**config.mk**
```make
export PLATFORM = sky130hd
export DESIGN_NAME = chunked_addsub_flat
export DESIGN_NICKNAME = d
export VERILOG_FILES = /design/src/rtl/chunked_addsub_pkg.sv /design/src/rtl/chunked_addsub_if.sv /design/src/rtl/chunked_addsub_chunk_adder.sv /design/src/rtl/chunked_addsub.sv /design/src/flat_wrapper.sv
export SDC_FILE = /design/constraint.sdc
export NUM_CORES = 1
export LEC_CHECK = 0
export BUFFER_PORTS_ARGS = -buffer_cell sky130_fd_sc_hd__buf_2
export CORE_MARGIN = 4
export CORE_UTILIZATION = 45
export DETAILED_ROUTE_END_ITERATION = 8
export PLACE_DENSITY = 0.68
export REMOVE_ABC_BUFFERS = 1
export SETUP_SLACK_MARGIN = 0.1
export SKIP_LAST_GASP = 1
export SLEW_MARGIN = 20
export SYNTH_ARGS = -nofsm -noshare
export SYNTH_HDL_FRONTEND = slang
export SYNTH_SLANG_ARGS = --single-unit
```
**constraint.sdc**
```tcl
create_clock -name clk -period 13.13 [get_ports clk]
set_clock_uncertainty 0.1 [all_clocks]
set_input_delay 1.313 -clock clk [delete_from_list [all_inputs] [get_ports clk]]
set_output_delay 1.313 -clock clk [all_outputs]
set_load 0.01 [all_outputs]
```
**src/rtl/chunked_addsub_pkg.sv**
```systemverilog
// Shared definitions for the chunked adder/subtractor: FSM encoding,
// chunk-count derivation and parameter legality helpers.
package chunked_addsub_pkg;

    // Controller states.
    typedef enum logic [1:0] {
        ST_IDLE = 2'd0,
        ST_RUN  = 2'd1,
        ST_DONE = 2'd2
    } state_t;

    // Number of CHUNK-bit slices that make up a WIDTH-bit operand.
    function automatic int calc_nchunk(input int width, input int chunk);
        return width / chunk;
    endfunction

    // Width of the chunk index counter; never narrower than one bit.
    function automatic int idx_width(input int nchunk);
        return (nchunk > 1) ? $clog2(nchunk) : 1;
    endfunction

    // A configuration is usable only if the chunks tile the operand exactly.
    function automatic bit cfg_legal(input int width, input int chunk);
        return (chunk >= 1) && (chunk <= width) && ((width % chunk) == 0);
    endfunction

endpackage

```
**src/rtl/chunked_addsub_if.sv**
```systemverilog
// Start/done handshake and operand/result bus of the chunked adder.
// The master issues operations; the slave (the arithmetic block) answers.
interface chunked_addsub_if #(
    parameter int WIDTH = 32
);
    logic             start;
    logic             sub;
    logic [WIDTH-1:0] A;
    logic [WIDTH-1:0] B;
    logic             Cin;
    logic             ready;
    logic             busy;
    logic             done;
    logic [WIDTH-1:0] Sum;
    logic             Cout;
    logic             Ovf;

    modport master (
        output start, sub, A, B, Cin,
        input  ready, busy, done, Sum, Cout, Ovf
    );

    modport slave (
        input  start, sub, A, B, Cin,
        output ready, busy, done, Sum, Cout, Ovf
    );
endinterface

```
**src/rtl/chunked_addsub_chunk_adder.sv**
```systemverilog
// Combinational CHUNK-bit ripple adder made of full-adder cells. Also
// exposes the carry into the top bit so the caller can derive signed
// overflow when this slice holds the operand MSB.
module chunk_adder #(
    parameter int CHUNK = 8
) (
    input  logic [CHUNK-1:0] a,
    input  logic [CHUNK-1:0] b,
    input  logic             cin,
    output logic [CHUNK-1:0] sum,
    output logic             cout,
    output logic             c_msb_in
);
    logic [CHUNK:0] w_carry;

    assign w_carry[0] = cin;

    genvar gi;
    for (gi = 0; gi < CHUNK; gi++) begin : g_fa
        assign sum[gi]       = a[gi] ^ b[gi] ^ w_carry[gi];
        assign w_carry[gi+1] = (a[gi] & b[gi]) | (w_carry[gi] & (a[gi] ^ b[gi]));
    end

    assign cout     = w_carry[CHUNK];
    assign c_msb_in = w_carry[CHUNK-1];
endmodule

```
**src/rtl/chunked_addsub.sv**
```systemverilog
// Multi-cycle WIDTH-bit adder/subtractor. One shared CHUNK-bit ripple
// stage processes the captured operands LSB chunk first, one chunk per
// clock. Subtraction is A + ~B + 1 (or + 0 with borrow-in). Results are
// only published when the last chunk completes.
module chunked_addsub
    import chunked_addsub_pkg::*;
#(
    parameter int WIDTH = 32,
    parameter int CHUNK = 8
) (
    input  logic           clk,
    input  logic           rst_n,
    chunked_addsub_if.slave bus
);
    localparam int NCHUNK = calc_nchunk(WIDTH, CHUNK);
    localparam int IDX_W  = idx_width(NCHUNK);
    localparam logic [IDX_W-1:0] LAST_IDX = IDX_W'(NCHUNK - 1);

    if (!cfg_legal(WIDTH, CHUNK)) begin : g_bad_cfg
        $error("chunked_addsub: CHUNK must divide WIDTH and lie in 1..WIDTH");
    end

    state_t             r_state;
    state_t             w_state_next;
    logic               w_capture;
    logic               w_step;
    logic               w_last;

    logic [WIDTH-1:0]   r_a;
    logic [WIDTH-1:0]   r_b;
    logic [WIDTH-1:0]   r_res;
    logic               r_carry;
    logic [IDX_W-1:0]   r_idx;

    logic [WIDTH-1:0]   r_sum;
    logic               r_cout;
    logic               r_ovf;

    logic [31:0]        w_base;
    logic [CHUNK-1:0]   w_a_chunk;
    logic [CHUNK-1:0]   w_b_chunk;
    logic [CHUNK-1:0]   w_sum_chunk;
    logic               w_cout_chunk;
    logic               w_c_msb;
    logic [WIDTH-1:0]   w_res_merged;

    assign w_last = (r_idx == LAST_IDX);

    // Slice the captured operands at the current chunk index.
    assign w_base    = 32'(r_idx) * 32'(CHUNK);
    assign w_a_chunk = r_a[w_base +: CHUNK];
    assign w_b_chunk = r_b[w_base +: CHUNK];

    chunk_adder #(
        .CHUNK (CHUNK)
    ) u_chunk_adder (
        .a        (w_a_chunk),
        .b        (w_b_chunk),
        .cin      (r_carry),
        .sum      (w_sum_chunk),
        .cout     (w_cout_chunk),
        .c_msb_in (w_c_msb)
    );

    // Working result with the current chunk replaced by this cycle's sum.
    genvar gi;
    for (gi = 0; gi < NCHUNK; gi++) begin : g_merge
        localparam logic [IDX_W-1:0] GI_IDX = IDX_W'(gi);
        assign w_res_merged[gi*CHUNK +: CHUNK] =
            (r_idx == GI_IDX) ? w_sum_chunk : r_res[gi*CHUNK +: CHUNK];
    end

    // State register.
    always_ff @(posedge clk or negedge rst_n) begin
        if (!rst_n) begin
            r_state <= ST_IDLE;
        end else begin
            r_state <= w_state_next;
        end
    end

    // Next-state logic; start is honoured only when ready (IDLE or DONE).
    always_comb begin
        w_state_next = r_state;
        w_capture    = 1'b0;
        w_step       = 1'b0;
        case (r_state)
            ST_IDLE: begin
                if (bus.start) begin
                    w_state_next = ST_RUN;
                    w_capture    = 1'b1;
                end
            end
            ST_RUN: begin
                w_step = 1'b1;
                if (w_last) begin
                    w_state_next = ST_DONE;
                end
            end
            ST_DONE: begin
                if (bus.start) begin
                    w_state_next = ST_RUN;
                    w_capture    = 1'b1;
                end else begin
                    w_state_next = ST_IDLE;
                end
            end
            default: begin
                w_state_next = ST_IDLE;
            end
        endcase
    end

    // Operand capture, then one chunk of ripple per RUN cycle.
    always_ff @(posedge clk or negedge rst_n) begin
        if (!rst_n) begin
            r_a     <= '0;
            r_b     <= '0;
            r_res   <= '0;
            r_carry <= 1'b0;
            r_idx   <= '0;
        end else if (w_capture) begin
            r_a     <= bus.A;
            r_b     <= bus.B ^ {WIDTH{bus.sub}};
            r_carry <= bus.Cin ^ bus.sub;
            r_idx   <= '0;
        end else if (w_step) begin
            r_res   <= w_res_merged;
            r_carry <= w_cout_chunk;
            r_idx   <= w_last ? '0 : r_idx + 1'b1;
        end
    end

    // Published result: loads only on the final chunk so partial sums never show.
    always_ff @(posedge clk or negedge rst_n) begin
        if (!rst_n) begin
            r_sum  <= '0;
            r_cout <= 1'b0;
            r_ovf  <= 1'b0;
        end else if (w_step && w_last) begin
            r_sum  <= w_res_merged;
            r_cout <= w_cout_chunk;
            r_ovf  <= w_cout_chunk ^ w_c_msb;
        end
    end

    assign bus.ready = (r_state == ST_IDLE) || (r_state == ST_DONE);
    assign bus.busy  = (r_state == ST_RUN);
    assign bus.done  = (r_state == ST_DONE);
    assign bus.Sum   = r_sum;
    assign bus.Cout  = r_cout;
    assign bus.Ovf   = r_ovf;
endmodule

```
**src/flat_wrapper.sv**
```systemverilog
// flat-port wrapper written by rule: the top's interface ports become plain ports
module chunked_addsub_flat import chunked_addsub_pkg::*;
#(
    parameter int WIDTH = 32,
    parameter int CHUNK = 8
)
  (clk, rst_n, bus_start, bus_sub, bus_A, bus_B, bus_Cin, bus_ready, bus_busy, bus_done, bus_Sum, bus_Cout, bus_Ovf);
  chunked_addsub_if #(.WIDTH(WIDTH)) bus_i ();
  input  logic clk;
  input  logic rst_n;
  input wire logic [$bits(bus_i.start)-1:0] bus_start;
  input wire logic [$bits(bus_i.sub)-1:0] bus_sub;
  input wire logic [$bits(bus_i.A)-1:0] bus_A;
  input wire logic [$bits(bus_i.B)-1:0] bus_B;
  input wire logic [$bits(bus_i.Cin)-1:0] bus_Cin;
  output wire logic [$bits(bus_i.ready)-1:0] bus_ready;
  output wire logic [$bits(bus_i.busy)-1:0] bus_busy;
  output wire logic [$bits(bus_i.done)-1:0] bus_done;
  output wire logic [$bits(bus_i.Sum)-1:0] bus_Sum;
  output wire logic [$bits(bus_i.Cout)-1:0] bus_Cout;
  output wire logic [$bits(bus_i.Ovf)-1:0] bus_Ovf;
  assign bus_i.start = bus_start;
  assign bus_i.sub = bus_sub;
  assign bus_i.A = bus_A;
  assign bus_i.B = bus_B;
  assign bus_i.Cin = bus_Cin;
  assign bus_ready = bus_i.ready;
  assign bus_busy = bus_i.busy;
  assign bus_done = bus_i.done;
  assign bus_Sum = bus_i.Sum;
  assign bus_Cout = bus_i.Cout;
  assign bus_Ovf = bus_i.Ovf;
  chunked_addsub #(.WIDTH(WIDTH), .CHUNK(CHUNK)) u_core (.clk(clk), .rst_n(rst_n), .bus(bus_i));
endmodule
```
==> results of run 1 <==
==> final timing paths <==
| kind | from | endpoint | slack (ns) | cells past startpoint |
|---|---|---|---|---|
| max | u_core.r_idx[1] | u_core.bus.Sum[15] | 8.02 | 15 |
| min | u_core.bus.Sum[4] | u_core.bus.Sum[4] | 0.37 | 2 |
| max reg2reg | u_core.r_idx[1] | u_core.bus.Sum[15] | 8.02 | 15 |
| min reg2reg | u_core.bus.Sum[4] | u_core.bus.Sum[4] | 0.37 | 2 |
| max in group asynchronous | rst_n | u_core.r_idx[0] | 11.00 | 2 |
| min in group asynchronous | rst_n | u_core.bus.Sum[29] | 0.80 | 1 |
==> power groups by stage <==
stage	Clock [mW]	Sequential, mW	Combinational (mW)
detailed placement	0	0.712	1.03
floorplan	0	0.706	0.725
CTS	0.509	0.706	1.03
global placement	0	0.701	1.00
global route	0.528	0.734	1.13
finish	0.501	0.705	1.01
==> layer usage <==
layer | vias up | share of wire [%] | track usage [%]
met5 | - | 0 | 0
met4 | 0 | 1.2 | 5.61
met3 | 16 | 4.6 | 4.57
met2 | 97 | 47 | 25.3
met1 | 1793 | 48 | 23.8
li1 | 1783 | - | -
==> worst register-to-register path: cells and delay by family (launching register included) <==
kind / cells / cell delay, ns
flip-flops: 1 / 0.89
multiplexers: 2 / 0.51
AO/OA/AOI/OAI: 1 / 0.17
adder cells (fa/ha/maj): 8 / 3.02
buffers and inverters: 4 / 0.32
==> registers in the layout (all words and copies together) (netlist names) <==
| name | cells |
|---|---|
| u_core.r_carry | 1 |
| u_core.bus.Sum | 32 |
| u_core.r_b | 32 |
| u_core.r_a | 32 |
| u_core.r_idx | 2 |
| u_core.bus.Ovf | 1 |
| u_core.bus.Cout | 1 |
| u_core.r_state | 2 |
| u_core.r_res | 24 |
==> final cells by class <==
| cell class | count | area, um^2 | area share (%) |
|---|---|---|---|
| Tap cell | 172 | 215 | 2.98 |
| Inverter | 14 | 52.6 | 0.728 |
| Clock buffer | 21 | 480 | 6.66 |
| Clock inverter | 11 | 160 | 2.22 |
| Sequential cell | 127 | 3180 | 44.1 |
| Timing Repair Buffer | 109 | 566 | 7.84 |
| Multi-Input combinational cell | 292 | 2560 | 35.5 |
==> cell families (layout without fill, tap and decap cells) <==
logic type	count (synthesis)	count (layout)	share of synthesized area, %
compound gates	71	71	5.96
xor+xnor	34	34	4.96
fa+ha+maj	12	12	3.50
buf+inv	45	155	4.46
flops	127	127	52.9
mux	95	95	22.4
simple gates	80	80	5.79
==> cells in the final DEF (no fill, tap or decap) <==
master	netlist	final
o21ai_0	68	68
nor3b_1	1	1
clkinvlp_4	0	2
nand2b_4	1	1
nand2_1	69	69
clkbuf_16	0	17
mux4_2	16	16
buf_2	10	104
nor2_1	1	1
mux2i_1	23	23
nand2b_1	1	1
o31ai_1	1	1
nand3b_2	3	3
mux2_4	34	34
clkbuf_8	0	4
dfrtp_1	127	127
buf_4	3	3
xor2_1	2	2
a21oi_1	2	2
nand3_1	2	2
xnor2_1	32	32
nand3b_1	1	1
mux2_2	22	22
buf_6	10	2
fa_1	8	8
clkinv_2	0	5
bufinv_16	0	4
inv_1	14	14
nor2b_1	1	1
ha_1	4	4
==> stage by stage <==
step / instance area [um^2] / setup WS, ns
after floorplan: 5790 / 7.99
after global placement: 6570 / 8.06
after detailed placement: 6570 / 7.96
after CTS: 7210 / 7.97
after global routing: 7210 / 7.74
final: 7210 / 8.02
==> parameters.txt, run 1 <==
Parameter                              Value

Floorplan
  Overall die area ... 15300 um^2
  Floorplan Core Area ... 12800 um^2
  Horiz. Die Dim ... 124 um
  Number of standard-cell rows in the floorplan ... 41
  Die extent in y ... 124 um
  Num ports ... 106
  Initial standard-cell utilization of the core ... 46.8%

Detailed routing
  DR WL/cell ... 15.9 um
  Total detailed-routing wirelength ... 11900 um
  Initial DRT Pass Iterations ... 4
  Via count ... 3689
  Drt initial violations ... 172
  Antenna-violating nets left ... 0
  Residual DRC count ... 0
  Detail-routed via count per cell ... 4.95

Timing
  Worst slew pin tran ... 0.937 ns
  Final Hold Violating Endpoints ... 0
  Final count of pins violating max slew ... 0
  Final setup violation count ... 0
  Setup repair after global routing missed its margin ... false
  Post-layout minimum cycle time ... 5.11 ns
  Sum of negative setup slack ... 0 ns
  Worst Hold Slack ... 0.371 ns
  Fmax ... 196 MHz
  Period utilisation layout ... 38.9%
  Tightest slew margin relative to the limit ... 37.6%

Finish
  Area added between synthesis and finish ... 20.1%
  Fraction of layout instances using a drive strength above 1 ... 37.8%
  Final nets ... 642
  Count of filler cells inserted in the layout ... 1110
  Fin cells ... 746
  Final Util ... 56.3%
  Number of antenna repair diodes ... 0

Logic synthesis
  Register bit count reported by yosys ... 127
  Sequential-to-total area share from yosys stat ... 52.9%
  Post-Synthesis Cells ... 464
  Most numerous cell types in the synthesized netlist ... 127 x dfrtp_1, 69 x nand2_1, 68 x o21ai_0
  Top cells by area in the synthesized netlist ... dfrtp_1 53%, mux2_4 8.5%, mux4_2 6.0%
  Post-synthesis average cell area ... 12.9 um^2
  Number of synthesized flops with an enable pin ... 0
  Most used standard cell by instance count after synthesis ... dfrtp_1
  Most used DFF post-synth ... dfrtp_1
  Number of distinct library cell variants in the gate-level netlist after synthesis ... 26
  Cell type contributing the most total cell area after synthesis ... dfrtp_1
  Synthesis Warnings ... 0
  Area of the mapped netlist ... 6010 um^2
  Top cell type's share of synthesized area ... 52.9%
  Post-synthesis async set-or-reset flop share ... 100%

Power
  Total power draw ... 2.22 mW
  Power share of the sequential group ... 31.7%
  Combinational fraction of design power ... 45.7%
  Standby leakage power ... 3.46 nW
  Pwr per Cell Area ... 308 nW/um^2
  Power share of the clock group ... 22.6%
  Internal Dissipation ... 1.42 mW
  Switching share of total power ... 36.1%
  Switching power total ... 801 uW
  Worst vdd rail ir drop ... 0.185 mV

Placed design
  HPWL reported at the end of detailed placement ... 8140 um
  Inst Count DP ... 714
  Final Wtd Congestion ... 0.758
  Number of input and output port buffers inserted ... 105

Worst setup path
  Startpoint kind of the worst setup timing path ... flop
  Critical path required time ... 13.36 ns
  Critical Path AT ... 5.33 ns
  Sort of element at the end of the critical path ... flop
  Cell type group with the largest total delay on the critical path ... adder cells
  Maximum fanout along the worst path ... 20
  Critical path's slowest cell ... dfrtp_1
  Most prevalent standard cell on the critical path ... fa_1
  Chain of cells forming the critical path ... mux4_2, fa_1, fa_1, fa_1, fa_1, fa_1, inv_1, fa_1, inv_1, fa_1, inv_1, fa_1, inv_1, mux2i_1, o21ai_0
  CP Class ... flop to flop
  Number of buffers and inverters on the critical path ... 4
  CP peak stage delay ... 0.89 ns

GRT
  GR Overflow Total ... 0
  Overall track demand over capacity in global routing ... 16.8%
  Number of antenna violations at the first check in global routing ... 0
  Maximum number of pins on one net before global-route repair ... 102
  Number of global-route vias before repair ... 3816
  First-pass GRT wire length ... 19400 um

Hold path
  Class of the most critical hold timing path ... flop to flop

Run
  # Max-Cap Violations ... 0

CTS
  Total clock buffers created by CTS ... 17
  Clk sinks ... 127
  Source-to-sink clock delay at the later pin of the worst-skew pair ... 0.41 ns
  Cts repair resizes ... 0
  H-tree levels ... 4
  Clock tree from TritonCTS ... done
  Hold buffer count at CTS ... 0
  Clock transition at path regs ... 0.05 ns
  Root Driver ... clkbuf_16
  Buffer levels on the longest clock path ... 2
  Setup Fix Bufs, Post-CTS ... 0

Outcome
  Outcome ... complete, no violations
Power figures use the tool's default switching activity.
==> inputs of run 2 (changes only) <==
==> constraint.sdc (replaced) <==
create_clock -name clk -period 5 [get_ports clk]
set_clock_uncertainty 0.1 [all_clocks]
set_input_delay 0.5 -clock clk [delete_from_list [all_inputs] [get_ports clk]]
set_output_delay 0.5 -clock clk [all_outputs]
set_load 0.01 [all_outputs]
==> run 2 against run 1 <==
Critical path depth unchanged. First-iteration DRC count increased by 15%. Via count decreased by 0.16%. Clock-buffer cell count increased by 4. Final area decreased by 0.80%. Combinational power increased to 2.7 times the previous value. Non-clock buffer count increased by 3. Die area unchanged. Fmax increased by 10%. Highest routed layer unchanged.
==> parameters.txt, run 2 (same netlist as run 1, synthesis figures left out) <==
Parameter                              Value

Timing
  Setup repair after global routing missed its margin ... false
  Worst slew pin tran ... 0.949 ns
  Tightest slew margin relative to the limit ... 36.7%
  Period utilisation layout ... 92.8%
  Final setup violation count ... 0
  Final Hold Violating Endpoints ... 0
  Post-layout minimum cycle time ... 4.64 ns
  Final count of pins violating max slew ... 0
  Fmax ... 215 MHz

Power
  Power share of the sequential group ... 32.3%
  Switching power total ... 2.09 mW
  Switching share of total power ... 36.8%
  Standby leakage power ... 3.43 nW
  Worst vdd rail ir drop ... 0.312 mV
  Internal Dissipation ... 3.58 mW
  Pwr per Cell Area ... 793 nW/um^2
  Combinational fraction of design power ... 48.3%
  Power share of the clock group ... 19.4%

CTS
  Hold buffer count at CTS ... 0
  Source-to-sink clock delay at the later pin of the worst-skew pair ... 0.41 ns
  Clock tree from TritonCTS ... done
  H-tree levels ... 4
  Root Driver ... clkbuf_16
  Total clock buffers created by CTS ... 17
  Clock transition at path regs ... 0.05 ns
  Clk sinks ... 127
  Buffer levels on the longest clock path ... 2

Finish
  Fin cells ... 748
  Fraction of layout instances using a drive strength above 1 ... 38.2%
  Most common cell after layout, fill and taps aside ... dfrtp_1
  Final nets ... 645
  Highest-count cells in the layout ignoring fill and taps ... 126 x dfrtp_1, 104 x buf_2, 69 x nand2_1
  Number of antenna repair diodes ... 0
  Final Util ... 55.8%
  Count of filler cells inserted in the layout ... 1136
  Area added between synthesis and finish ... 19.1%

Placed design
  Number of input and output port buffers inserted ... 105
  HPWL reported at the end of detailed placement ... 8390 um
  Inst Count DP ... 716
  Final Wtd Congestion ... 0.816

Outcome
  Outcome ... complete, no violations

Detailed routing
  Via count ... 3683
  Initial DRT Pass Iterations ... 5
  Antenna-violating nets left ... 0
  Drt initial violations ... 198
  Total detailed-routing wirelength ... 11900 um
  DR WL/cell ... 15.9 um
  Detail-routed via count per cell ... 4.92
  Residual DRC count ... 0

Floorplan
  Number of standard-cell rows in the floorplan ... 41
  Num ports ... 106
  Floorplan Core Area ... 12800 um^2
  Die extent in y ... 124 um
  Overall die area ... 15300 um^2
  Initial standard-cell utilization of the core ... 46.8%
  Horiz. Die Dim ... 124 um

Run
  # Max-Cap Violations ... 0

Worst setup path
  Worst R2R Setup Slack ... 0.36 ns
  Critical Path AT ... 4.87 ns
  Startpoint kind of the worst setup timing path ... flop
  Critical path required time ... 5.23 ns
  Maximum fanout along the worst path ... 5
  CP Class ... flop to flop
  Sort of element at the end of the critical path ... flop

GRT
  Number of antenna violations at the first check in global routing ... 0
  First-pass GRT wire length ... 19500 um
  Maximum number of pins on one net before global-route repair ... 102
  Overall track demand over capacity in global routing ... 17.0%
  GR Overflow Total ... 0
  Number of global-route vias before repair ... 3773

Hold path
  Class of the most critical hold timing path ... input pin to async pin
-- run 2: cell types whose count changed in the layout (fill, tap and decap cells not counted), moves of 2 or more --
cell / delta
clkbuf_1: +3
bufinv_16: -4
o21ai_1: +3
o21ai_0: -3
fa_1: -2
buf_4: +3
fa_2: +2
-- run 2: per-layer routing --
layer	GRT usage (%)	up-vias	part of all wire, %
li1	-	1790	-
met1	23.6	1789	47
met2	25.7	96	48
met3	4.53	8	4.8
met4	6.23	0	0.76
met5	0	-	0
-- run 2: what timing repair did --
item,in CTS,in global routing
buffers inserted,0,0
resized for setup,0,7
setup endpoints to repair,0,3
-- run 2: through the flow --
stage | power, mW | TNS, ns | cell area (um^2) | setup slack (ns) | hold WS [ns]
after floorplan | 3.76 | -0.418 | 5790 | -0.137 | 0.104
after global placement | 4.49 | 0 | 6580 | 0.290 | 0.357
after detailed placement | 4.59 | 0 | 6580 | 0.197 | 0.366
after CTS | 5.71 | 0 | 7120 | 0.150 | 0.196
after global routing | 6.13 | 0 | 7160 | 0.122 | 0.106
final | 5.68 | 0 | 7160 | 0.358 | 0.0595
-- run 2: layout make-up --
class | instances | area, um^2 | share of cell area [%]
Sequential cell | 127 | 3180 | 44.4
Multi-Input combinational cell | 292 | 2570 | 35.9
Timing Repair Buffer | 112 | 604 | 8.44
Clock buffer | 25 | 505 | 7.06
Tap cell | 172 | 215 | 3.01
Inverter | 14 | 52.6 | 0.734
Clock inverter | 6 | 32.5 | 0.455
-- run 2: power by group through the flow --
| stage | registers (mW) | clock network, mW | logic [mW] |
|---|---|---|---|
| 2_1_floorplan | 1.85 | 0 | 1.90 |
| 5_1_grt | 1.90 | 1.18 | 3.05 |
| 3_5_place_dp | 1.85 | 0 | 2.74 |
| 6_report | 1.83 | 1.10 | 2.74 |
| 4_1_cts | 1.84 | 1.13 | 2.75 |
| 3_3_place_gp | 1.81 | 0 | 2.68 |
-- run 2: critical path, stage by stage, from the launching register on --
cell and delay [ns]:
dfrtp_2 0.41, mux4_2 0.53, fa_1 0.44, fa_1 0.39
fa_1 0.41, fa_2 0.36, fa_1 0.38, inv_1 0.08
fa_1 0.16, inv_1 0.05, fa_1 0.39, inv_1 0.09
fa_2 0.47, inv_2 0.09, mux2i_1 0.07, o21ai_1 0.14
-- run 2: path summary, 6_finish.rpt --
path,startpoint,end,cells past startpoint
worst max register to register,u_core.r_idx[0],u_core.bus.Sum[15],15
worst min register to register,u_core.bus.Sum[8],u_core.bus.Sum[8],2
max in group asynchronous,rst_n,u_core.r_a[7],2
worst min-delay path,rst_n,u_core.bus.Sum[21],1
worst max-delay path,u_core.r_idx[0],u_core.bus.Sum[15],15
min in group clk,bus_A[9],u_core.r_a[9],2
